### config.mk
export PLATFORM = sky130hd
export DESIGN_NAME = pipeline_hazard_ctrl
export DESIGN_NICKNAME = d
export VERILOG_FILES = /design/src/rtl/pipeline_hazard_ctrl_pkg.sv /design/src/rtl/pipeline_hazard_ctrl_half_cycle_pulse.sv /design/src/rtl/pipeline_hazard_ctrl.sv
export SDC_FILE = /design/constraint.sdc
export NUM_CORES = 1
export LEC_CHECK = 0
export ABC_AREA = 1
export CORE_ASPECT_RATIO = 1.2
export CORE_MARGIN = 10
export CORE_UTILIZATION = 30
export CTS_CLUSTER_SIZE = 30
export DETAILED_ROUTE_END_ITERATION = 6
export PLACE_DENSITY_LB_ADDON = 0.25
export SLEW_MARGIN = 20
export SYNTH_ARGS = -nofsm -noshare
export SYNTH_HDL_FRONTEND = slang
export SYNTH_SLANG_ARGS = --single-unit
### constraint.sdc
create_clock -name clk -period 4.5 [get_ports clk]
set_clock_uncertainty 0.1 [all_clocks]
set_input_delay 1.35 -clock clk [delete_from_list [all_inputs] [get_ports clk]]
set_output_delay 1.35 -clock clk [all_outputs]
set_load 0.02 [all_outputs]
### src/rtl/pipeline_hazard_ctrl_pkg.sv
// Shared types and constants for the falling-edge pipeline hazard controller.
// Holds the multdiv FSM state encoding and the opcode/funct values the datapath decodes.
package pipeline_hazard_ctrl_pkg;

  localparam int REG_BITS_DEF   = 5;
  localparam int MD_TIMEOUT_DEF = 40;
  localparam int CNT_W_DEF      = 6;

  typedef enum logic [0:0] {
    ST_RUN     = 1'b0,
    ST_MD_WAIT = 1'b1
  } md_state_e;

  // Opcode and funct values behind x_is_load / x_md_start / x_br_taken in the datapath decoder
  localparam logic [5:0] OP_RTYPE = 6'b000000;
  localparam logic [5:0] OP_LW    = 6'b100011;
  localparam logic [5:0] OP_SW    = 6'b101011;
  localparam logic [5:0] OP_BEQ   = 6'b000100;
  localparam logic [5:0] OP_BNE   = 6'b000101;
  localparam logic [5:0] OP_J     = 6'b000010;
  localparam logic [5:0] FN_MULT  = 6'b011000;
  localparam logic [5:0] FN_DIV   = 6'b011010;

endpackage

### src/rtl/pipeline_hazard_ctrl_half_cycle_pulse.sv
// Glitch-free half-cycle pulse: armed on the falling edge, cleared on the next rising edge.
// A falling-edge toggle and a rising-edge follower differ only during the first half-cycle.
module half_cycle_pulse (
  input  logic clk,
  input  logic clr,
  input  logic set_i,
  output logic pulse_o
);

  logic tog_q;
  logic ack_q;

  always_ff @(negedge clk or posedge clr) begin
    if (clr) begin
      tog_q <= 1'b0;
    end else if (set_i) begin
      tog_q <= ~tog_q;
    end
  end

  always_ff @(posedge clk or posedge clr) begin
    if (clr) begin
      ack_q <= 1'b0;
    end else begin
      ack_q <= tog_q;
    end
  end

  // Only one flop changes at a time, so the XOR cannot glitch
  assign pulse_o = tog_q ^ ack_q;

endmodule

### src/rtl/pipeline_hazard_ctrl.sv
// Pipeline latch control: load-use stall, multdiv wait stall and branch flush.
// state      | meaning
// ST_RUN     | normal flow; load-use stalls and branch flushes are honoured
// ST_MD_WAIT | multdiv in flight; front end frozen, M/W keeps draining
module pipeline_hazard_ctrl
  import pipeline_hazard_ctrl_pkg::*;
#(
  parameter int REG_BITS   = REG_BITS_DEF,
  parameter int MD_TIMEOUT = MD_TIMEOUT_DEF,
  parameter int CNT_W      = CNT_W_DEF
) (
  input  logic                clk,
  input  logic                clr,
  input  logic [REG_BITS-1:0] d_rs,
  input  logic [REG_BITS-1:0] d_rt,
  input  logic                d_rs_vld,
  input  logic                d_rt_vld,
  input  logic                x_is_load,
  input  logic [REG_BITS-1:0] x_rd,
  input  logic                x_br_taken,
  input  logic                x_md_start,
  input  logic                md_rdy,
  output logic                pc_w_en,
  output logic                fd_w_en,
  output logic                dx_w_en,
  output logic                xm_w_en,
  output logic                mw_w_en,
  output logic                fd_clr,
  output logic                dx_clr,
  output logic                md_busy,
  output logic                md_error
);

  md_state_e          state_q, state_d;
  logic [CNT_W-1:0]   cnt_q, cnt_d;
  logic               md_error_q, md_error_d;

  logic               in_run;
  logic               in_wait;
  logic               rs_hit;
  logic               rt_hit;
  logic               load_use;
  logic               branch;
  logic               stall;
  logic               md_release;

  assign in_run  = (state_q == ST_RUN);
  assign in_wait = (state_q == ST_MD_WAIT);

  assign rs_hit   = d_rs_vld && (d_rs == x_rd);
  assign rt_hit   = d_rt_vld && (d_rt == x_rd);
  assign load_use = in_run && x_is_load && (x_rd != '0) && (rs_hit || rt_hit);
  assign branch   = in_run && x_br_taken;
  // A taken branch flushes the dependent instruction anyway, so no stall is needed
  assign stall    = load_use && !branch;

  assign md_release = in_wait && (md_rdy || (cnt_q == CNT_W'(MD_TIMEOUT - 1)));

  assign pc_w_en = !in_wait && !stall;
  assign fd_w_en = !in_wait && !stall;
  assign dx_w_en = !in_wait;
  assign xm_w_en = !in_wait || md_release;
  assign mw_w_en = 1'b1;

  always_comb begin
    state_d    = state_q;
    cnt_d      = cnt_q;
    md_error_d = md_error_q;
    case (state_q)
      ST_RUN: begin
        if (x_md_start) begin
          state_d = ST_MD_WAIT;
          cnt_d   = '0;
        end
      end
      ST_MD_WAIT: begin
        if (md_release) begin
          if (!md_rdy) begin
            md_error_d = 1'b1;
          end
          // A new multdiv issued on the release cycle starts a fresh wait
          state_d = x_md_start ? ST_MD_WAIT : ST_RUN;
          cnt_d   = '0;
        end else if (cnt_q != '1) begin
          cnt_d = cnt_q + 1'b1;
        end
      end
      default: begin
        state_d = ST_RUN;
        cnt_d   = '0;
      end
    endcase
  end

  always_ff @(negedge clk or posedge clr) begin
    if (clr) begin
      state_q    <= ST_RUN;
      cnt_q      <= '0;
      md_error_q <= 1'b0;
    end else begin
      state_q    <= state_d;
      cnt_q      <= cnt_d;
      md_error_q <= md_error_d;
    end
  end

  assign md_busy  = in_wait;
  assign md_error = md_error_q;

  half_cycle_pulse u_fd_clr (
    .clk     (clk),
    .clr     (clr),
    .set_i   (branch),
    .pulse_o (fd_clr)
  );

  half_cycle_pulse u_dx_clr (
    .clk     (clk),
    .clr     (clr),
    .set_i   (branch || load_use),
    .pulse_o (dx_clr)
  );

endmodule

* Word-level counts from Yosys, hierarchy flattened
Index checks and enable logic that the tools add are counted.
** Operators by class
- Bitwise gates (word level) :: 6
- Reductions and logical operators :: 19
- Divide/modulo/power cells :: 0
- Shift operators :: 0
- Muxes and demuxes :: 7
- Magnitude comparators :: 0
- Equal/unequal tests :: 6
- Multiply operators :: 0
- Add/sub/neg operators :: 1
** Operators by type and width (count)
- 6-bit 2-to-1 mux :: 3
- 6-bit one-hot mux with 2 select lines :: 1
- 5-bit equality test :: 2
- 1-bit logical AND :: 9
- 6-bit by 1-bit adder with 6-bit output, second input constant :: 1
- 6-bit equality test, second input constant :: 1
- 6-bit != test, second input constant :: 1
- 5-bit nonzero test :: 1
- 1-bit logical OR :: 4
- 1-bit inverter :: 4
- 1-bit zero test :: 3
- 3-bit by 1-bit != test with 1-bit output, second input constant :: 1
- 3-bit AND reduction :: 1
- 1-bit 2-to-1 mux :: 2
- 2-bit != test, second input constant :: 1
- 1-bit one-hot mux with 2 select lines :: 1
- 2-bit AND reduction :: 1
- 1-bit bitwise XOR :: 2
** Word-level totals
- Input bits :: 23
- Bits in read-only memories :: 0
- Output and inout port bits :: 9
- Bits in latches :: 0
- Register bits :: 12
- Memories kept :: 0
- Word-level logic and storage cells :: 46
- Memory bits (writable) :: 0

* Logic depth before layout (Yosys ltp)
Gate-level depths: netlist (run 1).
- Depth in word-level cells :: 7
- Mapped depth :: 10
- Depth with buffers taken out :: 10

* Hierarchy
A second synthesis (run 1) with hierarchy kept.
** Unflattened totals
- Cells, all modules :: 155
- Area, all modules :: 929.6 um^2
** By module, submodules not included
- pipeline_hazard_ctrl :: instances 1, seq. area each 200.2 um^2, area an instance 754.5 um^2, cells an instance 131
- half_cycle_pulse :: instances 2, seq. area each 50.0 um^2, area an instance 87.6 um^2, cells an instance 12

==> impl_metrics.ini, run 1 <==
[outcome]
status = complete, but fails checks
violations = negative setup slack

[yosys]
synth_fp_nets = 157
syn_inst = 133
synth-seq-cells = 12
yosysTopAreaCellShare_pct = 29.5
synth_top_cell_by_area = dfrtn_1
synthFlopType = dfrtn_1
syn-cell-area_sq_um = 848
syn_avg_cell_area_sq_um = 6.38
synth_commonest_cells = nand2_1 (49), inv_1 (25), nor2_1 (11)
async_flop_share_pct = 100
synth_most_common_cell = nand2_1
yosysWarnings = 0
synth_area_leaders = dfrtn_1 (29%), nand2_1 (22%), inv_1 (11%)
synth_edf_count = 0
ys_seq_area_share_pct = 35.4
synth.distinct_cells = 22

[worst_setup_path]
worstSetupPathDepth = 6
worstSetupEndpoint = xm_w_en
reg2reg_setup_slack_ns = 1.39
arrival_ns = 3.57
cp-startpoint = cnt_q[0]
reg2reg_to = u_dx_clr.ack_q
slowest_stage = dfrtn_1
cp_data_required_time_ns = 3.05
worst_setup_path_end_kind = primary output
reg2reg_depth = 2
path_delay_family = flip-flops
start_kind = flop
critPathMaxStageDelay_ns = 0.44
critPathMaxFanout = 2
critPathBufInv = 2
path_cells = ha_2, nand2_2, nor2_4, nor2_2, inv_2, buf_6
rr_startpoint = u_dx_clr.tog_q
crit_type = flop to primary output

[place]
gp_congestion = 0.821
place_hpwl_mm = 2.08
port_buffers = 30
dp_cells = 219

[cts]
root_buffer = clkbuf_4
clockBufferDepth = 2
htreeDepth = 1
cts_num_sinks = 12
clk_pin_slew_ns = 0.05
cts-buffers-inserted = 3
insertion_delay_ns = 0.28
cts_tree = built

[floorplanning]
die_x_microns = 68.5
ios = 32
start_util_pct = 30.7
row_count = 21
die_h_microns = 78.3
dieArea_sq_mm = 0.00536
core_sq_mm = 0.00276

[route]
first_iter_violations = 24
wl_per_cell_microns = 11.2
drc = 0
num_vias = 1021
ant_nets = 0
wirelength_mm = 2.60
routed_via_density = 4.40
first_pass_iters = 4

[flow_run]
max-cap-violations = 0

[pwr]
peakVddDrop_uv = 109
power_density_mw_per_mm2 = 262
p_leak_nw = 0.833

[final_layout]
nNetsFinal = 223
nFillCells = 299
diodes = 0
area_delta_synth_final_pct = 71.5
drive_gt1_share_pct = 41.9
stdcell_count = 232

[grt]
grt_first_pass_wirelength_mm = 4.41
grtUsageTotal_pct = 10.1
grt_antenna_before_repair = 0
overflow = 0
grt_max_degree = 9
grt_pass1_vias = 1103

[hold_path]
hp-class = flop to flop
hp-start = md_error

[timing]
timing.final.hold_violations = 0
finalSetupViolCount = 10
setup_ws_ns = -0.516
tns_ns = -2.38
slew_violations = 0
rsz0062_at_grt = yes
worst register-to-register path: cells and delay by family (launching register included):
kind     cells  cell delay (ns)
flops        1             0.38
buf+inv      2             0.27
repair_timing:
| item | CTS | global route |
|---|---|---|
| resized for setup | 74 | 39 |
| pin swaps | 9 | 23 |
| endpoints found under the setup margin | 15 | 13 |
| hold buffers | 0 | 0 |
| endpoints found under the hold margin | 0 | 0 |
| setup buffers | 6 | 5 |
routing by layer:
layer  part of all wire [%]  wire (microns)  track usage (%)  vias to the layer above
met1                     38            1000             10.3                      451
met3                    8.0             209             3.27                        7
met4                    2.3              59             4.23                        0
li1                       -               -                -                      525
met5                      0               0                0                        -
met2                     51            1330             18.0                       38
cell type report:
class                      count  area (sq um)  area share [%]
tap                           34          42.5            2.92
clock buffer                   4          26.3            1.81
multi-input combinational     93           478            32.8
inverter                      26          97.6            6.71
sequential                    12           300            20.6
timing repair buffer          63           510            35.1
through the flow:
stage	hold slack (ns)	worst slack, ns	power (mW)	instance area, sq um	util [%]
final	0.353	-0.516	0.382	1460	52.7
after global routing	0.377	-0.578	0.410	1460	52.7
after CTS	0.359	-0.488	0.379	1470	53.2
after detailed placement	0.331	-0.693	0.303	1390	50.2
after global placement	0.323	-0.646	0.300	1390	50.2
after floorplan	0.326	-0.442	0.213	870	-
power breakdown:
part / total [mW] / switching, mW / leakage (nW) / internal, mW
Combinational: 0.173 / 0.0800 / 0.668 / 0.0927
Clock: 0.0708 / 0.0364 / 0.0150 / 0.0344
Sequential: 0.138 / 0.0120 / 0.150 / 0.126
Total: 0.382 / 0.128 / 0.833 / 0.253
sequential cells by signal (all words and copies together) (netlist names):
name,count
u_dx_clr.tog_q,1
u_dx_clr.ack_q,1
u_fd_clr.ack_q,1
u_fd_clr.tog_q,1
md_error,1
md_busy,1
cnt_q,6
how the worst min path moves through the flow:
stage,cells after the start,slack [ns],end
final,1,0.35,md_error
after global routing,1,0.38,md_error
after CTS,1,0.36,md_error
after detailed placement,1,0.33,md_error
after global placement,1,0.32,md_error
after floorplan,1,0.33,u_fd_clr.tog_q
cells by family (layout without fill, tap and decap cells):
kind of cell	count (synthesis)	after routing	share of synthesized area, %
xor gates and xnor gates	3	3	3.10
DFF	12	12	35.4
adders and majority gates	1	1	1.47
and+or+nand+nor	79	79	40.7
AOI/OAI and AO/OA	9	9	5.61
other	1	1	0.442
buffers and inverters	28	93	13.3
cells in the final DEF, fill, tap and decap left out, drive strengths merged, types with 3 or more instances in the layout:
master | Yosys | final
dfrtn | 10 | 10
buf | 2 | 43
clkdlybuf4s50 | 0 | 3
nor2 | 13 | 13
o21ai | 8 | 8
nand2 | 52 | 52
nand4 | 5 | 5
dlygate4sd2 | 0 | 3
clkbuf | 0 | 15
nand3 | 7 | 7
inv | 26 | 26
Note: power is estimated with default switching activity, not from simulation.
==> run 2, diff against run 1 <==
--- a/config.mk
+++ b/config.mk
@@ -6,12 +6,14 @@
 export NUM_CORES = 1
 export LEC_CHECK = 0
 export ABC_AREA = 1
+export CAP_MARGIN = 20
 export CORE_ASPECT_RATIO = 1.2
 export CORE_MARGIN = 10
 export CORE_UTILIZATION = 30
 export CTS_CLUSTER_SIZE = 30
 export DETAILED_ROUTE_END_ITERATION = 6
 export PLACE_DENSITY_LB_ADDON = 0.25
+export SKIP_LAST_GASP = 1
 export SLEW_MARGIN = 20
 export SYNTH_ARGS = -nofsm -noshare
 export SYNTH_HDL_FRONTEND = slang
==> impl_metrics.ini, run 2 (synthesized netlist as in run 1, its figures left out) <==
[outcome]
status = complete, but fails checks
violations = negative setup slack

[timing]
tns_ns = -2.38
finalSetupViolCount = 10
slew_violations = 0
setup_ws_ns = -0.512
rsz0062_at_grt = yes
timing.final.hold_violations = 0

[route]
routed_via_density = 4.39
wl_met2_mm = 1.33
ant_nets = 0
drt-met1-wl_mm = 1.01
dr_wl_met3_microns = 181
first_iter_violations = 32
num_vias = 1019
first_pass_iters = 4
wl_per_cell_microns = 11.1
wirelength_mm = 2.58
drc = 0
top_layer = met4

[cts]
cts-buffers-inserted = 3
insertion_delay_ns = 0.28
clk_pin_slew_ns = 0.05
clockBufferDepth = 2
root_buffer = clkbuf_4
cts_num_sinks = 12
htreeDepth = 1
cts_tree = built

[floorplanning]
die_x_microns = 68.5
core_sq_mm = 0.00276
start_util_pct = 30.7
ios = 32
dieArea_sq_mm = 0.00536
row_count = 21
die_h_microns = 78.3

[worst_setup_path]
rr_startpoint = u_dx_clr.tog_q
critPathMaxFanout = 2
reg2reg_to = u_dx_clr.ack_q
start_kind = flop
reg2reg_depth = 2
path_cells = ha_2, nand2_2, nor2_4, nor2_2, inv_2, buf_6
slowest_stage = dfrtn_1
cp_data_required_time_ns = 3.05
reg2reg_setup_slack_ns = 1.39
worst_setup_path_end_kind = primary output
critPathMaxStageDelay_ns = 0.44
crit_type = flop to primary output
arrival_ns = 3.56

[grt]
grt_antenna_before_repair = 0
grt_first_pass_wirelength_mm = 4.44
grt_pass1_vias = 1103
overflow = 0
grtUsageTotal_pct = 10.2
grt_max_degree = 9

[pwr]
p_leak_nw = 0.900
peakVddDrop_uv = 109
power_density_mw_per_mm2 = 255

[final_layout]
final_util_pct = 54.4
mostFrequentLayoutCells = nand2_1 (44), buf_4 (32), inv_1 (17)
regMostFlops = cnt_q
drive_gt1_share_pct = 39.4
diodes = 0
largest_reg_flops = 6
area_delta_synth_final_pct = 76.8
nNetsFinal = 223
layout_commonest_cell = nand2_1

[hold_path]
hp-start = md_error
hold_path_end = md_error
hp-class = flop to flop
worstHoldPathCells = 1

[place]
place_hpwl_mm = 2.08
port_buffers = 30
gp_congestion = 0.821
place_ws_ns = -0.693

[flow_run]
max-cap-violations = 0
run 2: cell types whose count changed in the layout (fill, tap and decap cells not counted), sizes merged:
cell           delta
clkbuf            -4
dlymetal6s2s      +8
buf               -1
dlygate4sd2       -2
clkdlybuf4s50     +1
clkdlybuf4s15     -2
run 2: final cells by class:
type,count,area [sq um]
inverter,26,97.6
multi-input combinational,93,475
clock buffer,4,26.3
timing repair buffer,63,558
fill,291,1260
tap,34,42.5
sequential,12,300
run 2: worst max-delay path by stage:
stage	start	to	slack [ns]	depth (start not counted)
2_1_floorplan	md_busy	pc_w_en	-0.44	7
3_3_place_gp	cnt_q[1]	xm_w_en	-0.65	6
3_5_place_dp	cnt_q[0]	xm_w_en	-0.69	6
4_1_cts	cnt_q[0]	xm_w_en	-0.49	6
5_1_grt	cnt_q[0]	xm_w_en	-0.58	6
6_report	cnt_q[0]	xm_w_en	-0.51	6
run 2: critical path: cells and delay by family (launching register included):
kind | cells | cell delay (ns)
simple gates | 3 | 0.24
fa+ha+maj | 1 | 0.20
buf+inv | 2 | 0.16
flops | 1 | 0.44
run 2: where the power goes:
| part | switching (mW) | internal [mW] |
|---|---|---|
| clock | 0.0354 | 0.0344 |
| sequential | 0.0120 | 0.126 |
| combinational | 0.0799 | 0.0947 |
run 2: stage by stage:
| step | std cells | hold WS (ns) | power, mW | instance area (sq um) |
|---|---|---|---|---|
| final | 232 | 0.353 | 0.383 | 1500 |
| after CTS | 229 | 0.359 | 0.382 | 1480 |
| after floorplan | 133 | 0.326 | 0.213 | 870 |
| after global routing | 232 | 0.377 | 0.412 | 1500 |
| after detailed placement | 219 | 0.331 | 0.303 | 1390 |
| after global placement | 219 | 0.323 | 0.300 | 1390 |
run 2: timing repair:
action / in CTS / in global routing
pin swaps: 9 / 25
buffers inserted: 6 / 5
hold buffers: 0 / 0
resized for setup: 62 / 36
endpoints found under the hold margin: 0 / 0
setup endpoints to repair: 15 / 13
run 2: metal layers:
metal	up-vias	GRT usage, %
li1	527	-
met1	455	10.4
met2	31	18.0
met3	6	3.41
met4	0	4.23
met5	-	0
==> run 3, diff against run 2 <==
--- a/config.mk
+++ b/config.mk
@@ -5,7 +5,7 @@
 export SDC_FILE = /design/constraint.sdc
 export NUM_CORES = 1
 export LEC_CHECK = 0
-export ABC_AREA = 1
+export ABC_AREA = 0
 export CAP_MARGIN = 20
 export CORE_ASPECT_RATIO = 1.2
 export CORE_MARGIN = 10
==> impl_metrics.ini, run 3 <==
[yosys]
synth_fp_nets = 99
synth-seq-cells = 12
yosysWarnings = 0
synth_top_cell_by_area = dfrtn_1
ys_seq_area_share_pct = 39.9
synth.distinct_cells = 32
synth_compound_area_share_pct = 19.3
syn_avg_cell_area_sq_um = 10.0
syn_inst = 75
syn-cell-area_sq_um = 752
synth_fa_ha_area_share_pct = 1.66
synth_top_family_by_area = compound AO/OA/AOI/OAI gates
synth_most_common_cell = xnor2_1
async_flop_share_pct = 100
synth_commonest_cells = xnor2_1 (11), dfrtn_1 (10), nor2_1 (5)
yosysTopAreaCellShare_pct = 33.3
synth_xor_area_share_pct = 15.1
yosys.area_share.simple_pct = 18.5
synthFlopType = dfrtn_1
synthMuxAreaShare_pct = 1.50
synth_edf_count = 0
synth_area_leaders = dfrtn_1 (33%), xnor2_1 (13%), dfrtp_1 (6.7%)

[route]
routed_via_density = 4.80
drc = 0
ant_nets = 0
first_pass_iters = 4
num_vias = 831
wl_per_cell_microns = 15.1
first_iter_violations = 4
wirelength_mm = 2.62

[floorplanning]
die_x_microns = 65.7
row_count = 19
start_util_pct = 32.0
core_sq_mm = 0.00235
dieArea_sq_mm = 0.00492
ios = 32
die_h_microns = 74.8

[final_layout]
nFillCells = 178
stdcell_count = 173
regMostFlops = cnt_q
drive_gt1_share_pct = 52.1
final_util_pct = 63.6
largest_reg_flops = 6
layout_commonest_cell = buf_4
area_delta_synth_final_pct = 99.2
diodes = 0
nNetsFinal = 167
mostFrequentLayoutCells = buf_4 (32), buf_6 (14), dfrtn_1 (10)

[place]
port_buffers = 30
dp_cells = 156
place_hpwl_mm = 1.95
gp_congestion = 0.815

[cts]
clk_pin_slew_ns = 0.05
cts_tree = built
root_buffer = clkbuf_4
clockBufferDepth = 2
cts_num_sinks = 12
cts-buffers-inserted = 3
htreeDepth = 1
insertion_delay_ns = 0.28

[worst_setup_path]
path_delay_family = flip-flops
path_cells = ha_2, nand4b_1, o21ai_2, buf_6
cp_data_required_time_ns = 3.05
slowest_stage = dfrtn_1
critPathBufInv = 1
worst_setup_path_end_kind = primary output
crit_type = flop to primary output
critPathMaxStageDelay_ns = 0.42
start_kind = flop
critPathMaxFanout = 2
arrival_ns = 3.59

[flow_run]
max-cap-violations = 0

[timing]
rsz0062_at_grt = yes
hold_ws_ns = 0.430
finalSetupViolCount = 15
slew_violations = 0
setup_ws_ns = -0.542
timing.final.hold_violations = 0

[grt]
grtUsageTotal_pct = 10.8
grt_first_pass_wirelength_mm = 4.08
grt_antenna_before_repair = 0
overflow = 0
grt_pass1_vias = 935
grt_max_degree = 13

[pwr]
peakVddDrop_uv = 162
p_leak_nw = 0.694
power_density_mw_per_mm2 = 256
finalPower_mw = 0.383

[hold_path]
hp-class = flop to flop

[outcome]
status = complete, but fails checks
violations = negative setup slack
-- run 3: metal layers --
layer	part of all wire (%)	track usage [%]
met4	4.0	8.81
met1	38	9.51
met2	52	20.6
met3	6.0	2.37
met5	0	0
-- run 3: cells by family after synthesis --
group / Yosys count
XOR/XNOR: 13
buffers and inverters: 5
flip-flops: 12
other: 1
adder cells (fa/ha/maj): 1
multiplexers: 1
AO/OA/AOI/OAI: 18
AND/OR/NAND/NOR: 24
-- run 3: worst min-delay path, stage by stage (launching register included) --
cell,delay [ns]
dfrtn_1,0.43
buf_4,0.11
inv_1,0.03
o31ai_1,0.05
-- run 3: repair_timing --
item / in CTS / in global routing
buffers inserted: 12 / 4
setup endpoints to repair: 16 / 15
hold buffers: 0 / 0
gates resized for setup: 91 / 14
pin swaps: 21 / 14
-- run 3: cell type report --
type	count	area [sq um]	share of cell area, %
repair buffers	65	573	38.3
well taps	31	38.8	2.59
inverters	3	11.3	0.752
multi-input cells	58	538	35.9
flip-flops and latches	12	300	20.1
clock buffers	4	36.3	2.42
-- run 3: power breakdown --
group	internal [mW]	switching, mW	total, mW
Clock	0.0492	0.0367	0.0859
Sequential	0.123	0.00886	0.131
Combinational	0.0937	0.0721	0.166
-- run 3: stage by stage --
step                TNS, ns  cell area, sq um  setup slack [ns]
floorplan             -2.01               778            -0.491
global placement      -8.77              1260            -0.713
detailed placement    -9.19              1260            -0.742
CTS                   -3.13              1410            -0.561
global route          -3.63              1500            -0.625
finish                -3.08              1500            -0.542
-- run 3: worst paths after layout --
kind / start / endpoint / slack, ns / cells past startpoint
worst max-delay path: cnt_q[1] / xm_w_en / -0.54 / 4
worst min-delay path: md_error / md_error / 0.43 / 3
worst max register to register: u_dx_clr.tog_q / u_dx_clr.ack_q / 1.38 / 2
worst min register to register: md_error / md_error / 0.43 / 3
max in group asynchronous: clr / cnt_q[4] / 0.72 / 3
min in group asynchronous: clr / u_dx_clr.ack_q / 1.26 / 3
